<file path="config.mk">
export PLATFORM = sky130hd
export DESIGN_NAME = fix_tv_extractor
export DESIGN_NICKNAME = d
export VERILOG_FILES = /design/src/rtl/fix_tv_extractor.sv
export SDC_FILE = /design/constraint.sdc
export NUM_CORES = 1
export LEC_CHECK = 0
export ABC_AREA = 1
export CAP_MARGIN = 40
export CORE_MARGIN = 3
export CORE_UTILIZATION = 50
export DETAILED_ROUTE_END_ITERATION = 12
export HOLD_SLACK_MARGIN = 0.12
export PLACE_DENSITY = 0.77
export SYNTH_ARGS = -nofsm -noshare
export SYNTH_HDL_FRONTEND = slang
export SYNTH_SLANG_ARGS = --single-unit
</file>
<file path="constraint.sdc">
create_clock -name clk -period 4.3 [get_ports clk]
set_input_delay 0.86 -clock clk [delete_from_list [all_inputs] [get_ports clk]]
set_output_delay 0.86 -clock clk [all_outputs]
set_load 0.01 [all_outputs]
</file>
<file path="src/rtl/fix_tv_extractor.sv">
// fix_tv_extractor
// Splits a raw FIX byte stream into tag/value records. Field boundaries are found
// from the '=' separator and the SOH terminator. Each completed field is presented
// as one record on a single-slot valid/ready output. The block also tracks the
// running message checksum and verifies it against the tag-10 trailer.
//
// Ports:
//   clk, rst           single clock, synchronous active-high reset
//   data_i             stream byte, accepted when in_valid_i & in_ready_o
//   in_valid_i         data_i qualifier
//   in_ready_o         high when the output slot is empty or being drained
//   out_valid_o        record valid, consumed when out_valid_o & out_ready_i
//   out_ready_i        downstream ready
//   tag_o              right-justified ASCII tag (last digit in [7:0])
//   value_o            right-justified ASCII value (last kept byte in [7:0])
//   value_len_o        number of value bytes kept
//   start_of_header_o  record tag is "8"
//   end_of_body_o      record tag is "10"
//   err_o              [0] tag error, [1] truncated, [2] checksum bad, [3] empty value
module fix_tv_extractor #(
    parameter int         TAG_BYTES = 4,
    parameter int         VAL_BYTES = 32,
    parameter logic [7:0] SOH_CHAR  = 8'h01,
    parameter logic [7:0] EQ_CHAR   = 8'h3D
) (
    input  logic                           clk,
    input  logic                           rst,
    input  logic [7:0]                     data_i,
    input  logic                           in_valid_i,
    output logic                           in_ready_o,
    output logic                           out_valid_o,
    input  logic                           out_ready_i,
    output logic [8*TAG_BYTES-1:0]         tag_o,
    output logic [8*VAL_BYTES-1:0]         value_o,
    output logic [$clog2(VAL_BYTES+1)-1:0] value_len_o,
    output logic                           start_of_header_o,
    output logic                           end_of_body_o,
    output logic [3:0]                     err_o
);
    localparam int TW    = 8 * TAG_BYTES;
    localparam int VW    = 8 * VAL_BYTES;
    localparam int LEN_W = $clog2(VAL_BYTES + 1);
    localparam int CNT_W = $clog2(TAG_BYTES + 1);
    localparam logic [CNT_W-1:0] TAG_MAX = CNT_W'(TAG_BYTES);
    localparam logic [LEN_W-1:0] VAL_MAX = LEN_W'(VAL_BYTES);
    localparam logic [TW-1:0]    TAG_8   = TW'(8'h38);
    localparam logic [TW-1:0]    TAG_10  = TW'(16'h3130);

    typedef enum logic [1:0] {
        S_TAG  = 2'd0,
        S_VAL  = 2'd1,
        S_SKIP = 2'd2
    } state_t;

    function automatic logic is_digit(input logic [7:0] b);
        return (b >= 8'h30) && (b <= 8'h39);
    endfunction

    // Three ASCII digits given as their low nibbles -> binary 0..999.
    function automatic logic [9:0] dec3(input logic [3:0] h, input logic [3:0] t,
                                        input logic [3:0] o);
        logic [9:0] hv;
        logic [9:0] tv;
        logic [9:0] ov;
        hv = {6'd0, h};
        tv = {6'd0, t};
        ov = {6'd0, o};
        return hv * 10'd100 + tv * 10'd10 + ov;
    endfunction

    state_t           state_r;
    logic [TW-1:0]    tag_r;
    logic [CNT_W-1:0] tag_cnt_r;
    logic [VW-1:0]    value_r;
    logic [LEN_W-1:0] len_r;
    logic             trunc_r;
    logic [7:0]       field_sum_r;
    logic [7:0]       msg_sum_r;

    logic       accept_s;
    logic       emit_s;
    logic       bad_rec_s;
    logic [7:0] fsum_next_s;
    logic       tag_is_8_s;
    logic       tag_is_10_s;
    logic       cks_ok_s;
    logic [3:0] rec_err_s;

    assign in_ready_o  = !out_valid_o || out_ready_i;
    assign accept_s    = in_valid_i && in_ready_o;
    assign fsum_next_s = field_sum_r + data_i;
    // Every SOH closes a field; only a field that reached S_VAL has a usable tag.
    assign emit_s      = accept_s && (data_i == SOH_CHAR);
    assign bad_rec_s   = (state_r != S_VAL);
    assign tag_is_8_s  = (tag_r == TAG_8);
    assign tag_is_10_s = (tag_r == TAG_10);
    assign cks_ok_s    = (len_r == LEN_W'(3))
                       && is_digit(value_r[23:16]) && is_digit(value_r[15:8])
                       && is_digit(value_r[7:0])
                       && (dec3(value_r[19:16], value_r[11:8], value_r[3:0])
                           == {2'b00, msg_sum_r});

    // Error flags of the record being completed by the current SOH.
    always_comb begin
        rec_err_s = 4'b0000;
        if (bad_rec_s) begin
            rec_err_s = 4'b0001;
        end else begin
            rec_err_s = {(len_r == {LEN_W{1'b0}}), (tag_is_10_s && !cks_ok_s), trunc_r, 1'b0};
        end
    end

    // Field parser, checksum accumulation and single-slot output register.
    always_ff @(posedge clk) begin
        if (rst) begin
            state_r           <= S_TAG;
            tag_r             <= {TW{1'b0}};
            tag_cnt_r         <= {CNT_W{1'b0}};
            value_r           <= {VW{1'b0}};
            len_r             <= {LEN_W{1'b0}};
            trunc_r           <= 1'b0;
            field_sum_r       <= 8'h00;
            msg_sum_r         <= 8'h00;
            out_valid_o       <= 1'b0;
            tag_o             <= {TW{1'b0}};
            value_o           <= {VW{1'b0}};
            value_len_o       <= {LEN_W{1'b0}};
            start_of_header_o <= 1'b0;
            end_of_body_o     <= 1'b0;
            err_o             <= 4'b0000;
        end else begin
            // Output slot: a new record replaces a consumed one without a bubble.
            if (emit_s) begin
                out_valid_o       <= 1'b1;
                tag_o             <= bad_rec_s ? {TW{1'b0}} : tag_r;
                value_o           <= bad_rec_s ? {VW{1'b0}} : value_r;
                value_len_o       <= bad_rec_s ? {LEN_W{1'b0}} : len_r;
                start_of_header_o <= !bad_rec_s && tag_is_8_s;
                end_of_body_o     <= !bad_rec_s && tag_is_10_s;
                err_o             <= rec_err_s;
            end else if (out_ready_i) begin
                out_valid_o <= 1'b0;
            end else begin
                out_valid_o <= out_valid_o;
            end

            if (emit_s) begin
                // Tag 8 restarts the message sum, tag 10 only checks it.
                if (!bad_rec_s && tag_is_8_s) begin
                    msg_sum_r <= fsum_next_s;
                end else if (!bad_rec_s && !tag_is_10_s) begin
                    msg_sum_r <= msg_sum_r + fsum_next_s;
                end else begin
                    msg_sum_r <= msg_sum_r;
                end
                state_r     <= S_TAG;
                tag_r       <= {TW{1'b0}};
                tag_cnt_r   <= {CNT_W{1'b0}};
                value_r     <= {VW{1'b0}};
                len_r       <= {LEN_W{1'b0}};
                trunc_r     <= 1'b0;
                field_sum_r <= 8'h00;
            end else if (accept_s) begin
                field_sum_r <= fsum_next_s;
                case (state_r)
                    S_TAG: begin
                        if (is_digit(data_i) && (tag_cnt_r != TAG_MAX)) begin
                            tag_r     <= {tag_r[TW-9:0], data_i};
                            tag_cnt_r <= tag_cnt_r + CNT_W'(1);
                        end else if ((data_i == EQ_CHAR) && (tag_cnt_r != {CNT_W{1'b0}})) begin
                            state_r <= S_VAL;
                        end else begin
                            state_r <= S_SKIP;
                        end
                    end
                    S_VAL: begin
                        if (len_r != VAL_MAX) begin
                            value_r <= {value_r[VW-9:0], data_i};
                            len_r   <= len_r + LEN_W'(1);
                        end else begin
                            trunc_r <= 1'b1;
                        end
                    end
                    S_SKIP: begin
                        state_r <= S_SKIP;
                    end
                    default: begin
                        state_r <= S_TAG;
                    end
                endcase
            end else begin
                state_r <= state_r;
            end
        end
    end
endmodule
</file>
==> results.sh, run 1 <==
export IMPL_status="finished clean"
export IMPL_synthMuxAreaShare=0
export IMPL_yosysSeqAreaShare=0.550
export IMPL_max_freq_mhz=288
export IMPL_synth_cell_types=45
export IMPL_path_cells="clkdlybuf4s50_1, ha_1, fa_1, nand3_1, nand3_1, nand2_1, nand2_1, a21oi_1, xnor2_1, ha_1, a21o_1, a31oi_1, nand2_1, nand2_1, nand3_1, xnor2_1, nand2_1, nand2_1, inv_1"
export IMPL_yosys_warnings=0
export IMPL_port_buffers=313
export IMPL_holdBufCountCts=0
export IMPL_grt_pass1_wl_um=90400
export IMPL_cts_tree="built"
export IMPL_fin_worst_skew_ns=0.0213
export IMPL_max_stage_delay_ns=0.46
export IMPL_drc_errors=0
export IMPL_via_count=18300
export IMPL_clkPwrFrac=0.460
export IMPL_synth_avg_cell_area_um2=8.54
export IMPL_rsz0062_at_grt="no"
export IMPL_finalSetupViolations=0
export IMPL_slowest_stage="clkdlybuf4s50_1"
export IMPL_synth_top_cell_area_share=0.550
export IMPL_vdd_drop_max_v=0.000315
export IMPL_cts_setup_buffers=0
export IMPL_end_kind="flop"
export IMPL_crit_path_max_fanout=4
export IMPL_grtUsageTotal=0.230
export IMPL_root_buffer="clkbuf_16"
export IMPL_syn_nets=2696
export IMPL_antenna_found_initial=0
export IMPL_post_cts_resized=0
export IMPL_fin_crit_sh=0.808
export IMPL_power_frac_seq=0.512
export IMPL_clock_path_buffers=3
export IMPL_synth_top_area_cell="dfxtp_1"
export IMPL_relSlewSlack=0.493
export IMPL_startpoint_type="input port"
export IMPL_cts_sinks=617
export IMPL_die_x_um=218
export IMPL_netSwitchingPower_mw=2.39
export IMPL_synth_cells=2631
export IMPL_p_int_mw=8.80
export IMPL_power_mw=11.2
export IMPL_gp_congestion=0.869
export IMPL_viasPerCell=5.21
export IMPL_whs_ns=0.455
export IMPL_synth_commonest_cells="dfxtp_1, nand2_1, o21ai_0, inv_1, a21oi_1"
export IMPL_drt_iter0_markers=1574
export IMPL_synth_top_family_by_area="compound AO/OA/AOI/OAI gates"
export IMPL_ys_async_sr_fraction=0
export IMPL_die_h_um=218
export IMPL_hold_viol=0
export IMPL_wire_per_inst_um=16.1
export IMPL_synth_simple_area_share=0.0928
export IMPL_synth_seq_cells=617
export IMPL_cts_buffers=58
export IMPL_worstMarginPinSlew_ns=0.760
export IMPL_yosysMostFrequentCell="dfxtp_1"
export IMPL_cts_htree_levels=2
export IMPL_slew_violations=0
export IMPL_synth_edf_count=0
export IMPL_fin_nets=2940
export IMPL_clk_latency_ns=0.62
export IMPL_ios=314
export IMPL_drtAntennaViolNets=0
export IMPL_worst_ep_required_time_ns=4.81
export IMPL_synth_compound_area_frac=0.213
export IMPL_grt_max_degree=127
export IMPL_synth_area_leaders="dfxtp_1, o21ai_0, a21oi_1"
export IMPL_wl_um=56500
export IMPL_timing_worst_setup_path_type="input port to flop"
export IMPL_ys_dominant_reg_cell="dfxtp_1"
export IMPL_hold_class="flop to flop"
export IMPL_synthXorXnorAreaFrac=0.00702
export IMPL_start_util=0.507
export IMPL_antenna_cells=0
export IMPL_drt_first_pass_iters=5
export IMPL_min_period_ns=3.47
export IMPL_core_um2=44300
export IMPL_pwr_share_comb=0.027
export IMPL_tns_ns=0
export IMPL_layout_drive_gt1_share=0.0541
export IMPL_crit_top_cell="nand2_1"
export IMPL_yosys_area_share_adder=0.0319
export IMPL_crit_arrival_ns=3.98
export IMPL_crit_family="adder cells"
export IMPL_fillers=3652
export IMPL_p_leak_nw=10.1
export IMPL_clk_pin_slew_ns=0.06
export IMPL_syn_to_final_growth_pct=23.3
export IMPL_overflow=0
export IMPL_syn_area_um2=22500
export IMPL_placementRows=77
export IMPL_die_area_um2=47500
export IMPL_cp_num_buf_inv=2
export IMPL_dp_hpwl_um=38300
export IMPL_powerDensity_nw_per_um2=404
export IMPL_swShare=0.214
export IMPL_grt_pass1_vias=17500
export IMPL_maxCapViolCount=0
[power groups by stage]
stage	Combinational [mW]	Sequential, mW	Clock, mW
6_report	0.304	5.74	5.15
2_1_floorplan	0.217	5.86	0
5_1_grt	0.333	5.73	5.48
3_5_place_dp	0.298	5.86	0
4_1_cts	0.301	5.74	5.25
3_3_place_gp	0.292	5.86	0
[per-layer routing]
layer	routed length, µm	track usage
met5	0	0
met3	3050	0.0364
met4	1440	0.0700
met2	26700	0.383
met1	25300	0.309
[metrics by stage]
stage               instances  instance area [µm²]  utilization  setup slack, ns
detailed placement       3407                25800        0.581            0.262
CTS                      3515                27700        0.625            0.846
global placement         3407                25800        0.581            0.288
floorplan                2631                22500            -             1.06
global route             3515                27700        0.625            0.562
finish                   3515                27700        0.625            0.827
[final timing paths]
kind | startpoint | to | slack [ns] | cells past startpoint
min | value_o[144] | value_o[144] | 0.46 | 2
max | data_i[0] | msg_sum_r[7] | 0.83 | 19
max reg2reg | value_r[16] | err_o[2] | 0.87 | 18
min reg2reg | value_o[144] | value_o[144] | 0.46 | 2
[state kept, by name (all words and copies together) (netlist names), 3 cells and up]
name and cells:
err_o 4, value_o 256, len_r 6, field_sum_r 8, tag_r 32, tag_o 32, value_len_o 6, msg_sum_r 8
tag_cnt_r 3, value_r 256
[tightest hold or removal path, cell delays in order (launching register included)]
cell and delay, ns:
dfxtp_1 0.31, nand2_1 0.05, o21ai_1 0.05
[final cells by class]
| cell class | count | area [µm²] | area share |
|---|---|---|---|
| flip-flops and latches | 617 | 12400 | 0.446 |
| multi-input cells | 1500 | 7760 | 0.280 |
| repair buffers | 348 | 3600 | 0.130 |
| clock buffers | 80 | 1640 | 0.0591 |
| inverters | 350 | 1320 | 0.0477 |
| well taps | 592 | 741 | 0.0267 |
| clock inverters | 28 | 307 | 0.0111 |
[cell families after synthesis]
group,after synthesis
compound gates,934
flops,617
buf+inv,514
simple gates,495
fa+ha+maj,53
xor+xnor,18
[cells in the final DEF (no fill, tap or decap), types with 3 or more instances in the layout]
cell             netlist  layout
xor2_1                 8       8
buf_12                 0      16
nand2_1              379     379
inv_1                340     340
a31oi_1                5       5
nand3b_1               4       4
nand4_1               13      13
fa_1                   7       7
nand2_2                3       3
clkbuf_8               0       6
o21ai_1              244     244
nor2_1                41      41
a211oi_1               4       4
ha_1                  46      46
clkinv_2               0      17
clkbuf_1              11      14
dfxtp_1              617     617
nand3_1               27      27
xnor2_1               10      10
clkbuf_16              0      60
inv_2                  8       7
clkdlybuf4s50_1        0     313
nor3_1                12      12
a21oi_1              313     313
nand2_4                4       3
bufinv_16              0       5
buf_4                  5      19
a32o_1                10      10
o21ai_0              348     348
clkinv_4               0       3
Power figures use the tool's default switching activity.
==> run 2, diff against run 1 <==
clock period = 3.2 ns   (was 4.3 ns; I/O delays follow)
==> results.sh, run 2 (synthesized netlist as in run 1, its figures left out) <==
export IMPL_status="finished clean"
export IMPL_layout_common_cells="dfxtp_1, nand2_1, o21ai_0, inv_1, clkdlybuf4s50_1"
export IMPL_cts_sinks=617
export IMPL_layout_commonest_cell="dfxtp_1"
export IMPL_cts_tree="built"
export IMPL_grt_pass1_vias=17300
export IMPL_top_regs="value_o x256, value_r x256"
export IMPL_placed_cells=3426
export IMPL_cts_htree_levels=2
export IMPL_drtAntennaViolNets=0
export IMPL_postLayoutCoreUtil=0.634
export IMPL_drc_errors=0
export IMPL_hold_viol=0
export IMPL_fin_crit_sh=0.955
export IMPL_finish_instance_area_um2=28100
export IMPL_max_stage_delay_ns=0.34
export IMPL_whs_ns=0.457
export IMPL_ios=314
export IMPL_via_count=18400
export IMPL_fin_worst_skew_ns=0.0226
export IMPL_grtUsageTotal=0.231
export IMPL_crit_arrival_ns=3.55
export IMPL_slew_violations=0
export IMPL_gp_congestion=0.887
export IMPL_end_kind="flop"
export IMPL_wl_um=57300
export IMPL_instances_no_fill=3534
export IMPL_wire_per_inst_um=16.2
export IMPL_placementRows=77
export IMPL_max_freq_mhz=327
export IMPL_port_buffers=313
export IMPL_powerDensity_nw_per_um2=547
export IMPL_crit_path_max_fanout=5
export IMPL_maxCapViolCount=0
export IMPL_dp_hpwl_um=39200
export IMPL_relSlewSlack=0.685
export IMPL_die_area_um2=47500
export IMPL_place_area_um2=25900
export IMPL_holdBufCountCts=0
export IMPL_antenna_found_initial=0
export IMPL_slowest_stage="dfxtp_2"
export IMPL_overflow=0
export IMPL_grt_max_degree=85
export IMPL_rsz0062_at_grt="no"
export IMPL_die_x_um=218
export IMPL_min_period_ns=3.06
export IMPL_drt_first_pass_iters=6
export IMPL_p_leak_nw=10.2
export IMPL_drt_iter0_markers=1542
export IMPL_root_buffer="clkbuf_16"
export IMPL_finalSetupViolations=0
export IMPL_fin_nets=2963
export IMPL_syn_to_final_growth_pct=24.9
export IMPL_start_util=0.507
export IMPL_vdd_drop_max_v=0.000392
export IMPL_die_h_um=218
export IMPL_timing_worst_setup_path_type="flop to flop"
export IMPL_worstMarginPinSlew_ns=0.471
export IMPL_path_cells="ha_1, ha_2, fa_2, xor2_1, ha_1, ha_4, nand2_1, or2_2, nand3_1, nand2_1, nand2_1, nand3_1, nor2_1, nand3_1, nand3_1, nand2_1"
export IMPL_core_um2=44300
export IMPL_grt_pass1_wl_um=90400
export IMPL_hold_class="flop to flop"
export IMPL_clk_pin_slew_ns=0.06
export IMPL_viasPerCell=5.22
export IMPL_cts_buffers=59
export IMPL_clk_latency_ns=0.62
export IMPL_worst_ep_required_time_ns=3.70
export IMPL_antenna_cells=0
export IMPL_startpoint_type="flop"
export IMPL_clock_path_buffers=3
export IMPL_power_mw=15.3
export IMPL_layout_drive_gt1_share=0.0693
## run 2: cell types whose count changed in the layout (fill, tap and decap cells not counted), sizes merged
cell      change
buf          +22
clkinv        -6
bufinv        +2
clkinvlp      -2
inv           +3
## run 2: routing by layer
metal,up-vias,GRT usage,share of wire
met4,0,0.0713,0.024
met5,-,0,0
met3,91,0.0369,0.055
li1,9157,-,-
met1,8626,0.317,0.45
met2,569,0.378,0.47
## run 2: stage by stage
step,TNS (ns),worst slack [ns]
final,0,0.142
after floorplan,0,0.155
after detailed placement,-1.34,-0.563
after global routing,0,0.00758
after CTS,0,0.0228
after global placement,-0.941,-0.494
## run 2: final timing paths
check | from | endpoint | slack, ns | depth (start not counted)
setup / recovery | value_r[9] | err_o[2] | 0.14 | 16
hold / removal | tag_o[22] | tag_o[22] | 0.46 | 2
setup reg to reg | value_r[9] | err_o[2] | 0.14 | 16
hold reg to reg | tag_o[22] | tag_o[22] | 0.46 | 2
## run 2: cell type report
cell class / instances / area (µm²)
Clock inverter: 25 / 340
Tap cell: 592 / 741
Inverter: 350 / 1320
Multi-Input combinational cell: 1500 / 7840
Sequential cell: 617 / 12400
Clock buffer: 80 / 1680
Fill cell: 3618 / 16200
Timing Repair Buffer: 370 / 3800
## run 2: repair_timing
action,CTS,global route
setup buffers,0,3
setup endpoints to repair,1,2
pin swaps,0,7
gates resized for setup,1,22
## run 2: worst max-delay path: cells and delay by family (launching register included)
family | cells | cell delay, ns
adders and majority gates | 5 | 1.47
and+or+nand+nor | 10 | 0.95
DFF | 1 | 0.34
xor gates and xnor gates | 1 | 0.18
## run 2: power breakdown
group | total [mW] | internal, mW | switching (mW) | leakage [nW]
logic | 0.479 | 0.187 | 0.292 | 4.23
registers | 7.71 | 7.70 | 0.0120 | 4.97
clock network | 7.16 | 4.23 | 2.93 | 1.00
total | 15.3 | 12.1 | 3.23 | 10.2
==> edit, RTL diff (settings of run 1) <==
`TAG_BYTES`: 4 -> 8.
--- a/src/rtl/fix_tv_extractor.sv
+++ b/src/rtl/fix_tv_extractor.sv
@@ -18,7 +18,7 @@
 //   end_of_body_o      record tag is "10"
 //   err_o              [0] tag error, [1] truncated, [2] checksum bad, [3] empty value
 module fix_tv_extractor #(
-    parameter int         TAG_BYTES = 4,
+    parameter int         TAG_BYTES = 8,
     parameter int         VAL_BYTES = 32,
     parameter logic [7:0] SOH_CHAR  = 8'h01,
     parameter logic [7:0] EQ_CHAR   = 8'h3D
Interface: changed (resized tag_o); port bits go from 314 to 346. No check against the original RTL was run, so the function may have changed too.
==> edit against run 1 <==
Setup slack worse by 0.014 ns; largest cell class unchanged; total power up 13%; utilization up 1.1 points; critical path depth down 3; synthesized area up 9.8%; clock power up 16%; global-route usage up 1.1 points; sequential cell count up 65; combinational power up 8.9%; sequential power up 10%; largest power group unchanged; routed wire length up 15%; first-iteration DRC count down 3.3%; final area up 11%; clock skew up 0.0032 ns.
==> edit: results <==
export IMPL_detailed_place_hpwl_um=44000
export IMPL_clock_latency_ns=0.60
export IMPL_initialDrtViolationCount=1522
export IMPL_synth_compound_area_share_pct=21.2
export IMPL_post_route_cells_drive_above_1_share_pct=5.00
export IMPL_synth_seq_area_share_pct=55.4
export IMPL_hp_class="reg2reg"
export IMPL_max_vdd_ir_drop_uv=302
export IMPL_m2_gr_usage_pct=39.0
export IMPL_grtUsageTotal_pct=24.1
export IMPL_met1_wire_length_um=28400
export IMPL_pg_clk_w=0.00599
export IMPL_use_met1_pct=31.1
export IMPL_met2RoutedLength_um=29500
export IMPL_timing_max_slew_rel_slack_pct=36.5
export IMPL_routed_wl_um=64700
export IMPL_critPathSlowestCell="sky130_fd_sc_hd__dfxtp_1"
export IMPL_netlist_cell_type_count=43
export IMPL_status="completed"
export IMPL_grt_antenna_before_repair=1
export IMPL_grt_util_met3_pct=6.35
export IMPL_grt_pass1_wl_um=104000
export IMPL_power_static_leakage_nw=11.1
export IMPL_globalplace_congestion=0.871
export IMPL_worst_clock_skew_ns=0.0245
export IMPL_cts_bufs_inserted=69
export IMPL_synth_common_cells="682 x sky130_fd_sc_hd__dfxtp_1, 459 x sky130_fd_sc_hd__o21ai_1, 437 x sky130_fd_sc_hd__nand2_1"
export IMPL_pin_count_of_the_biggest_net_entering_global_routing=125
export IMPL_crit_fanout=7
export IMPL_yosys_area_top_type_share_pct=55.4
export IMPL_synthesis_yosys_warnings=0
export IMPL_nNetsFinal=3270
export IMPL_crit_path_max_incr_delay_ns=0.48
export IMPL_detail_route_vias_per_cell=5.23
export IMPL_yosys_area_share_adder_pct=2.90
export IMPL_post_synthesis_xor_xnor_area_fraction_pct=0.568
export IMPL_synthesis_nets=3004
export IMPL_layout_filler_cells=3951
export IMPL_netlist_top_cells_area="sky130_fd_sc_hd__dfxtp_1 55%, sky130_fd_sc_hd__o21ai_1 9.3%, sky130_fd_sc_hd__a21oi_1 7.1%, sky130_fd_sc_hd__nand2_1 6.7%, sky130_fd_sc_hd__inv_1 5.8%"
[edit: worst register-to-register path: cells and delay by family, from the launching register on]
family / cells / cell delay [ns]
XOR/XNOR: 1 / 0.13
AND/OR/NAND/NOR: 7 / 0.87
adder cells (fa/ha/maj): 5 / 1.66
buffers and inverters: 3 / 0.28
flip-flops: 1 / 0.48
[edit: path summary, 6_finish.rpt]
path | end | slack (ns) | cells past startpoint | startpoint
worst max-delay path | err_o[2] | 0.81 | 16 | value_r[16]
worst min register to register | value_o[116] | 0.46 | 2 | value_o[116]
worst min-delay path | value_o[116] | 0.46 | 2 | value_o[116]
worst max register to register | err_o[2] | 0.81 | 16 | value_r[16]
[edit: cell type report]
| type | count | area [um^2] | area share [%] |
|---|---|---|---|
| Clock buffer | 104 | 2080 | 6.78 |
| Clock inverter | 19 | 211 | 0.689 |
| Inverter | 391 | 1480 | 4.81 |
| Multi-Input combinational cell | 1682 | 8540 | 27.8 |
| Sequential cell | 682 | 13700 | 44.5 |
| Tap cell | 656 | 821 | 2.68 |
| Timing Repair Buffer | 379 | 3900 | 12.7 |
[edit: through the flow]
| step | setup WS (ns) | cell area [um^2] | power (W) | cells | hold slack, ns |
|---|---|---|---|---|---|
| 2_1_floorplan | 1.28 | 24700 | 0.00673 | 2939 | 0.439 |
| 3_3_place_gp | 0.499 | 28400 | 0.00681 | 3790 | 0.444 |
| 3_5_place_dp | 0.438 | 28400 | 0.00681 | 3790 | 0.450 |
| 4_1_cts | 0.889 | 30700 | 0.0128 | 3913 | 0.460 |
| 5_1_grt | 0.621 | 30700 | 0.0131 | 3913 | 0.475 |
| 6_report | 0.813 | 30700 | 0.0127 | 3913 | 0.457 |
